===== config.mk =====
export PLATFORM = sky130hd
export DESIGN_NAME = spi_byte_master
export DESIGN_NICKNAME = d
export VERILOG_FILES = /design/src/rtl/spi_flash_pkg.sv /design/src/rtl/spi_clk_gen.sv /design/src/rtl/spi_byte_master.sv
export SDC_FILE = /design/constraint.sdc
export NUM_CORES = 1
export LEC_CHECK = 0
export BUFFER_PORTS_ARGS = -buffer_cell sky130_fd_sc_hd__buf_2
export CELL_PAD_IN_SITES_DETAIL_PLACEMENT = 1
export CELL_PAD_IN_SITES_GLOBAL_PLACEMENT = 1
export CORE_AREA = 10 10 74 123
export DETAILED_ROUTE_END_ITERATION = 6
export DIE_AREA = 0 0 84 133
export PLACE_DENSITY = 0.66
export REMOVE_ABC_BUFFERS = 1
export SLEW_MARGIN = 20
export SYNTH_ARGS = -nofsm -noshare
export SYNTH_HDL_FRONTEND = slang
export SYNTH_HIERARCHICAL = 1
export SYNTH_SLANG_ARGS = --single-unit

===== constraint.sdc =====
create_clock -name sys_clk -period 3.1 [get_ports sys_clk]
set_input_delay 0.31 -clock sys_clk [delete_from_list [all_inputs] [get_ports sys_clk]]
set_output_delay 0.31 -clock sys_clk [all_outputs]
set_load 0.03 [all_outputs]

===== src/rtl/spi_flash_pkg.sv =====
// spi_flash_pkg: engine states, W25X opcodes and default timing
// shared by the SPI flash byte engine and its command sequencers.
package spi_flash_pkg;

    typedef enum logic [2:0] {
        IDLE,
        SETUP,
        SHIFT,
        WAIT_NEXT,
        HOLD,
        GAP
    } spi_state_t;

    localparam logic [7:0] CMD_MFR_DEV_ID = 8'h90;
    localparam logic [7:0] CMD_JEDEC_ID   = 8'h9F;
    localparam logic [7:0] CMD_READ       = 8'h03;
    localparam logic [7:0] CMD_WREN       = 8'h06;
    localparam logic [7:0] CMD_RDSR       = 8'h05;

    localparam int DEF_CLK_DIV  = 32;
    localparam int DEF_CS_SETUP = 4;
    localparam int DEF_CS_HOLD  = 4;
    localparam int DEF_CS_IDLE  = 8;

    function automatic int max3(input int a, input int b, input int c);
        int m;
        m = (a > b) ? a : b;
        return (m > c) ? m : c;
    endfunction

endpackage


===== src/rtl/spi_clk_gen.sv =====
// spi_clk_gen: SCLK half-period counter with rise/fall strobes;
// SCLK is forced low and the counter reloaded whenever en is low.
module spi_clk_gen #(
    parameter int CLK_DIV = 32
) (
    input  logic clk,
    input  logic rst,
    input  logic en,
    output logic rise_tick,
    output logic fall_tick,
    output logic sclk
);

    localparam int HW = $clog2(CLK_DIV + 1);
    localparam logic [HW-1:0] RELOAD = HW'(CLK_DIV - 1);

    logic [HW-1:0] cnt;
    logic          tick;

    assign tick      = en && (cnt == '0);
    assign rise_tick = tick && !sclk;
    assign fall_tick = tick && sclk;

    always_ff @(posedge clk) begin
        if (rst || !en) begin
            cnt  <= RELOAD;
            sclk <= 1'b0;
        end else if (tick) begin
            cnt  <= RELOAD;
            sclk <= ~sclk;
        end else begin
            cnt <= cnt - 1'b1;
        end
    end

endmodule


===== src/rtl/spi_byte_master.sv =====
// spi_byte_master: SPI mode-0 byte engine below the W25X command sequencers.
// Define SPI_LSB_FIRST_EN to shift tx and rx LSB first (default MSB first).
module spi_byte_master
    import spi_flash_pkg::*;
#(
    parameter int CLK_DIV  = DEF_CLK_DIV,
    parameter int CS_SETUP = DEF_CS_SETUP,
    parameter int CS_HOLD  = DEF_CS_HOLD,
    parameter int CS_IDLE  = DEF_CS_IDLE
) (
    input  logic       sys_clk,
    input  logic       sys_rst,
    input  logic       tx_valid,
    output logic       tx_ready,
    input  logic [7:0] tx_data,
    input  logic       tx_last,
    output logic       rx_valid,
    output logic [7:0] rx_data,
    output logic       busy,
    output logic       spi_cs_n,
    output logic       spi_clk,
    output logic       spi_mosi,
    input  logic       spi_miso
);

    localparam int TW = $clog2(max3(CS_SETUP, CS_HOLD, CS_IDLE) + 1);

    spi_state_t    state, state_n;
    logic [TW-1:0] cnt, cnt_n;
    logic [2:0]    bit_cnt, bit_cnt_n;
    logic [7:0]    tx_sh, tx_sh_n;
    logic [7:0]    rx_sh, rx_sh_n;
    logic [7:0]    rx_data_n;
    logic          last, last_n;
    logic          cs_n_n, mosi_n, rx_valid_n;
    logic          accept, rise_tick, fall_tick;

`ifdef SPI_LSB_FIRST_EN
    function automatic logic out_bit(input logic [7:0] d);
        return d[0];
    endfunction
    function automatic logic [7:0] tx_next(input logic [7:0] d);
        return {1'b0, d[7:1]};
    endfunction
    function automatic logic [7:0] rx_next(input logic [7:0] d, input logic b);
        return {b, d[7:1]};
    endfunction
`else
    function automatic logic out_bit(input logic [7:0] d);
        return d[7];
    endfunction
    function automatic logic [7:0] tx_next(input logic [7:0] d);
        return {d[6:0], 1'b0};
    endfunction
    function automatic logic [7:0] rx_next(input logic [7:0] d, input logic b);
        return {d[6:0], b};
    endfunction
`endif

    assign accept = tx_valid && tx_ready;

    spi_clk_gen #(.CLK_DIV(CLK_DIV)) u_clk_gen (
        .clk       (sys_clk),
        .rst       (sys_rst),
        .en        (state == SHIFT),
        .rise_tick (rise_tick),
        .fall_tick (fall_tick),
        .sclk      (spi_clk)
    );

    always_comb begin
        state_n    = state;
        cnt_n      = cnt;
        bit_cnt_n  = bit_cnt;
        tx_sh_n    = tx_sh;
        rx_sh_n    = rx_sh;
        last_n     = last;
        cs_n_n     = spi_cs_n;
        mosi_n     = spi_mosi;
        rx_valid_n = 1'b0;
        rx_data_n  = rx_data;
        unique case (state)
            IDLE: begin
                if (accept) begin
                    state_n   = SETUP;
                    cnt_n     = TW'(CS_SETUP);
                    tx_sh_n   = tx_data;
                    last_n    = tx_last;
                    bit_cnt_n = 3'd7;
                    mosi_n    = out_bit(tx_data);
                end
            end
            SETUP: begin
                // CS drops one cycle after accept, then CS_SETUP cycles pass
                cs_n_n = 1'b0;
                if (cnt == '0) state_n = SHIFT;
                else           cnt_n   = cnt - 1'b1;
            end
            SHIFT: begin
                if (rise_tick) rx_sh_n = rx_next(rx_sh, spi_miso);
                if (fall_tick) begin
                    if (bit_cnt == 3'd0) begin
                        rx_valid_n = 1'b1;
                        rx_data_n  = rx_sh;
                        cnt_n      = TW'(CS_HOLD - 1);
                        state_n    = last ? HOLD : WAIT_NEXT;
                    end else begin
                        bit_cnt_n = bit_cnt - 3'd1;
                        tx_sh_n   = tx_next(tx_sh);
                        mosi_n    = out_bit(tx_sh_n);
                    end
                end
            end
            WAIT_NEXT: begin
                if (accept) begin
                    state_n   = SHIFT;
                    tx_sh_n   = tx_data;
                    last_n    = tx_last;
                    bit_cnt_n = 3'd7;
                    mosi_n    = out_bit(tx_data);
                end
            end
            HOLD: begin
                if (cnt == '0) begin
                    cs_n_n  = 1'b1;
                    cnt_n   = TW'(CS_IDLE - 1);
                    state_n = GAP;
                end else begin
                    cnt_n = cnt - 1'b1;
                end
            end
            GAP: begin
                if (cnt == '0) state_n = IDLE;
                else           cnt_n   = cnt - 1'b1;
            end
            default: state_n = IDLE;
        endcase
    end

    always_ff @(posedge sys_clk) begin
        if (sys_rst) begin
            state    <= IDLE;
            cnt      <= '0;
            bit_cnt  <= '0;
            tx_sh    <= '0;
            rx_sh    <= '0;
            last     <= 1'b0;
            spi_cs_n <= 1'b1;
            spi_mosi <= 1'b0;
            tx_ready <= 1'b0;
            rx_valid <= 1'b0;
            rx_data  <= '0;
            busy     <= 1'b0;
        end else begin
            state    <= state_n;
            cnt      <= cnt_n;
            bit_cnt  <= bit_cnt_n;
            tx_sh    <= tx_sh_n;
            rx_sh    <= rx_sh_n;
            last     <= last_n;
            spi_cs_n <= cs_n_n;
            spi_mosi <= mosi_n;
            tx_ready <= (state_n == IDLE) || (state_n == WAIT_NEXT);
            rx_valid <= rx_valid_n;
            rx_data  <= rx_data_n;
            busy     <= (state_n != IDLE);
        end
    end

endmodule


# Word-level counts from Yosys, hierarchy flattened
# Cells that the tools add are included.
# op_classes
add_sub_neg,3
eq_ne,13
n_mux,30
bitwise_logic,3
reduce_logical,27
# op_table
op,count
$mux 3,11
$mux 7,3
$mux 4,5
$pmux 3 s6,1
$pmux 4 s4,1
$pmux 7 s2,1
$ne 2x2->1 const B,6
$eq 3x2->1 const B,3
$logic_not 3->1,3
$eq 3x3->1 const B,2
$logic_not 6->1,1
$pmux 3 s2,1
$reduce_and 2->1,3
$reduce_or 2->1,3
$sub 6x1->6 const B,1
$mux 1,5
$reduce_and 5->1,1
$logic_and 1x1->1,4
$logic_not 4->1,1
$pmux 1 s2,2
$reduce_and 4->1,1
$reduce_bool 2->1,2
$reduce_bool 4->1,1
$sub 4x1->4 const B,1
other kinds (9),13
# word_totals
ff_bits,46
inputBits,13
out_inout_bits,14

# Longest topological paths before layout
# logic_depth
depth_word,7
mapped_depth,10

# Modules after synthesis
# Netlist, hierarchy kept.
# modules_own_cells
mod,instances,cells_each,area_per_inst_um2
spi_byte_master,1,197,1717.9
spi_clk_gen,1,33,335.3

# Worst setup path after synthesis
# OpenSTA, ideal clock, no wires.
# synth_timing
path_kind,register -> register
start,register state[1]
end,register tx_ready
setup_ns,0.086
t_arrival_ns,2.236
t_required_ns,3.014
slack_ns,0.778
stages_incl_launch_ff,10
synth_period_minus_slack_ns,2.322
cell_sequence,dfxtp_1 > clkbuf_1 > and2_1 > and4bb_4 > and3_1 > nand4bb_4 > nand2b_1 > buf_2 > o21a_1 > a211oi_1
# synth_via
elab_chain_cells,7
word_cells_on_any_way,19
classes_between,eq/ne (6); mux (8); reduce/logical (5)
# synth_rtl
element,line_no,text
start: declaration,spi_byte_master.sv:28,"spi_state_t state, state_n;"
start signal: assignment,spi_byte_master.sv:155,state <= state_n;
$eq 3x2->1 *,spi_byte_master.sv:65,".en (state == SHIFT),"
$logic_and 1x1->1 *,spi_clk_gen.sv:20,assign tick = en && (cnt == '0);
$logic_and 1x1->1 *,spi_clk_gen.sv:22,assign fall_tick = tick && sclk;
named net fall_tick,spi_byte_master.sv:36,"logic accept, rise_tick, fall_tick;"
$mux 3 *,spi_byte_master.sv:101,if (fall_tick) begin
$pmux 3 s6 *,spi_byte_master.sv:82,unique case (state)
$eq 3x2->1 or $logic_not 3->1 (tied branches),spi_byte_master.sv:163,tx_ready <= (state_n == IDLE) || (state_n == WAIT_NEXT);
$logic_or 1x1->1 *,spi_byte_master.sv:163,
end signal: assignment,spi_byte_master.sv:163,
end: declaration,spi_byte_master.sv:14,"output logic tx_ready,"
# Mark *: on every way through the listed nets, which the timed path passes. The rest lies on a longest branch.
# A chain may end at the register's enable or synchronous reset.

# Worst setup path after layout
# layout_timing
start,register state[0]
end,register tx_ready
# Same word-level chain as after synthesis.

==> metrics <==
area grow syn2layout 18.7%; WP data required 3.30 ns; switch share 27.3%; Vias/cell 5.00; site row count 41; DP Area 0.00227 mm^2; clock skew 0.00432 ns; Leak 0.974 nW; CP Max Fanout 10; Relative slew margins 50.5%; Routed WL 4950 um; Final Hold Viols 0; Post-CTS Setup Inserts 0; largest net degree at the start of global routing 41; critical path, cell by cell nor2_1 -> and2_1 -> and4bb_4 -> and3_1 -> nand4bb_4 -> nand2b_1 -> o21a_1 -> a211oi_1; Max Cap Viol 0; core area 0.00708 mm^2; worst reg-to-reg path cell count 8; DP Wirelength 3690 um; RSZ-0062 raised after global routing false; Reg clk slew, reported paths 0.06 ns; CP max stage cell nor2_1; Post-Synthesis Cells 230; count of flip-flops with a built-in enable after synthesis 0; initial antenna violation count 0; cell area after synthesis 0.00205 mm^2; Worst-Margin Slew 0.743 ns; Hold-fix buffers, CTS 0; Power Total 1.59 mW; number of global-route vias before repair 1777; CTS tree built; clk_lat worst skew 0.29 ns; Clock power frac 38.6%; synthesized area per cell 8.93 um^2; Pre-Repair DR Iteration Count 4; CTS Buf Count 5; Final period util 82.0%; synth top area cells dfxtp_1, nand2_1, a211oi_1; Final Slew Violations 0; Ys Warns 6; top-count cell post-synth dfxtp_1; sequential share of the synthesized area 44.9%; crit path time final 2.54 ns; Min-Delay Startpoint spi_miso; starting density of the core 29.0%; min-delay worst type primary input to flip-flop; Congestion Overflow GR 0; Flop pwr share 42.2%; CTS root buffer clkbuf_16; pre-CTS setup slack 0.508 ns; RePlAce Congestion 0.797; die area 0.0112 mm^2; area share of the largest cell type after synthesis 44.9%; PortBufs 26; Crit. Startpoint state[0]; CP peak stage delay 0.39 ns; Final Cell Area 0.00244 mm^2; share of layout cells above drive strength 1 19.8%; first-pass GRT wire length 8360 um; synth cell count leaders dfxtp_1, nand2_1, nor2_1; hold slack 0.262 ns; R2R setup slack 0.56 ns; post-CTS resize count 0; DR DRC count 0; FMAX 394 MHz; combinational group share of total power 19.3%; Distinct cells, synth 50; Critical Path End Type flip-flop; nets 275; WHS Endpoint rx_sh[0]; net switching power 0.433 mW; Worst R2R Start state[0]; run status complete, no violations; Synth area leader dfxtp_1; ys flop type dfxtp_1; die height 133 um; die width 84 um; crit path launch type flip-flop; FF-to-FF End tx_ready; CTS H-Tree Depth 2; worst-case vdd ir drop 0.000232 V; internal power 1.15 mW; PwrDens 651 mW/mm^2; Setup-failing EPs final 0; I/O pin total 27; Synth async-reset ratio 0%; multi-input logic area 0.00105 mm^2; initial drt markers 75; ANT cells 0; GR Util All Layers 9.05%; Clock Tree Buf Depth 2; antenna-violating nets left 0; CTS Sinks 46; #FFs+latches synth 46; worst hold stages 3; Fill cells 841; Vias 1714; setup ws final 0.559 ns; Worst EP arrival 2.74 ns; drt wl/cell 14.4 um; sequential cell area 921 um^2; TNS Setup 0 ns; worst setup path class flip-flop to flip-flop
how the worst max path moves through the flow:
| stage | to | slack, ns | cells past startpoint |
|---|---|---|---|
| after floorplan | tx_ready | 0.82 | 8 |
| after global placement | tx_ready | 0.61 | 8 |
| after detailed placement | tx_ready | 0.51 | 8 |
| after CTS | tx_ready | 0.50 | 8 |
| after global routing | tx_ready | 0.30 | 8 |
| final | tx_ready | 0.56 | 8 |
cells in the final DEF, fill, tap and decap left out, types with 3 or more instances in the layout:
master,Yosys,final
mux2i_1,7,7
inv_1,8,8
clkbuf_16,0,5
ha_1,5,5
and3_1,3,3
o21ai_0,3,3
nor2_2,3,3
a211oi_1,14,14
nor2_1,25,25
nand2_1,40,40
dfxtp_1,46,46
buf_4,1,4
buf_2,3,26
o21a_1,3,3
a21oi_1,20,20
state kept, by name, summed over array words and instances, names as in the netlist, 3 cells and up:
name	count
rx_sh	8
state	3
rx_data	8
cnt	4
tx_sh	7
bit_cnt	3
u_clk_gen/cnt	6
critical path: cells and delay by family, from the launching register on:
kind            cells  cell delay, ns
compound gates      2            0.46
flops               1            0.31
simple gates        6            1.69
cell families (layout without fill, tap and decap cells):
group | after synthesis | in the layout | synth area share, %
simple gates | 93 | 93 | 23.1
compound gates | 58 | 58 | 19.9
flops | 46 | 46 | 44.9
buf+inv | 18 | 45 | 4.02
mux | 7 | 7 | 3.41
fa+ha+maj | 5 | 5 | 3.05
xor+xnor | 3 | 3 | 1.65
per-layer routing:
layer,GRT usage (%),vias to the layer above,part of all wire [%]
li1,-,855,-
met1,8.51,831,39
met2,16.8,21,55
met3,2.89,7,4.2
met4,4.67,0,1.9
met5,0,-,0
power by group through the flow:
stage	clock (mW)	combinational, mW	sequential [mW]
5_1_grt	0.652	0.347	0.675
4_1_cts	0.638	0.313	0.670
2_1_floorplan	0	0.195	0.702
3_3_place_gp	0	0.304	0.682
6_report	0.612	0.306	0.670
3_5_place_dp	0	0.310	0.683
per-stage QoR:
| step | instances | util, % |
|---|---|---|
| final | 343 | 34.4 |
| after global routing | 343 | 34.4 |
| after CTS | 343 | 34.4 |
| after detailed placement | 336 | 32.0 |
| after global placement | 336 | 32.0 |
| after floorplan | 220 | - |
layout make-up:
| class | count | share of cell area, % |
|---|---|---|
| well taps | 86 | 4.41 |
| repair buffers | 30 | 6.57 |
| flip-flops and latches | 46 | 37.8 |
| inverters | 8 | 1.23 |
| clock buffers | 6 | 5.70 |
| multi-input cells | 166 | 43.1 |
| clock inverters | 1 | 1.23 |
No activity file was read; power rests on OpenSTA's default activity.
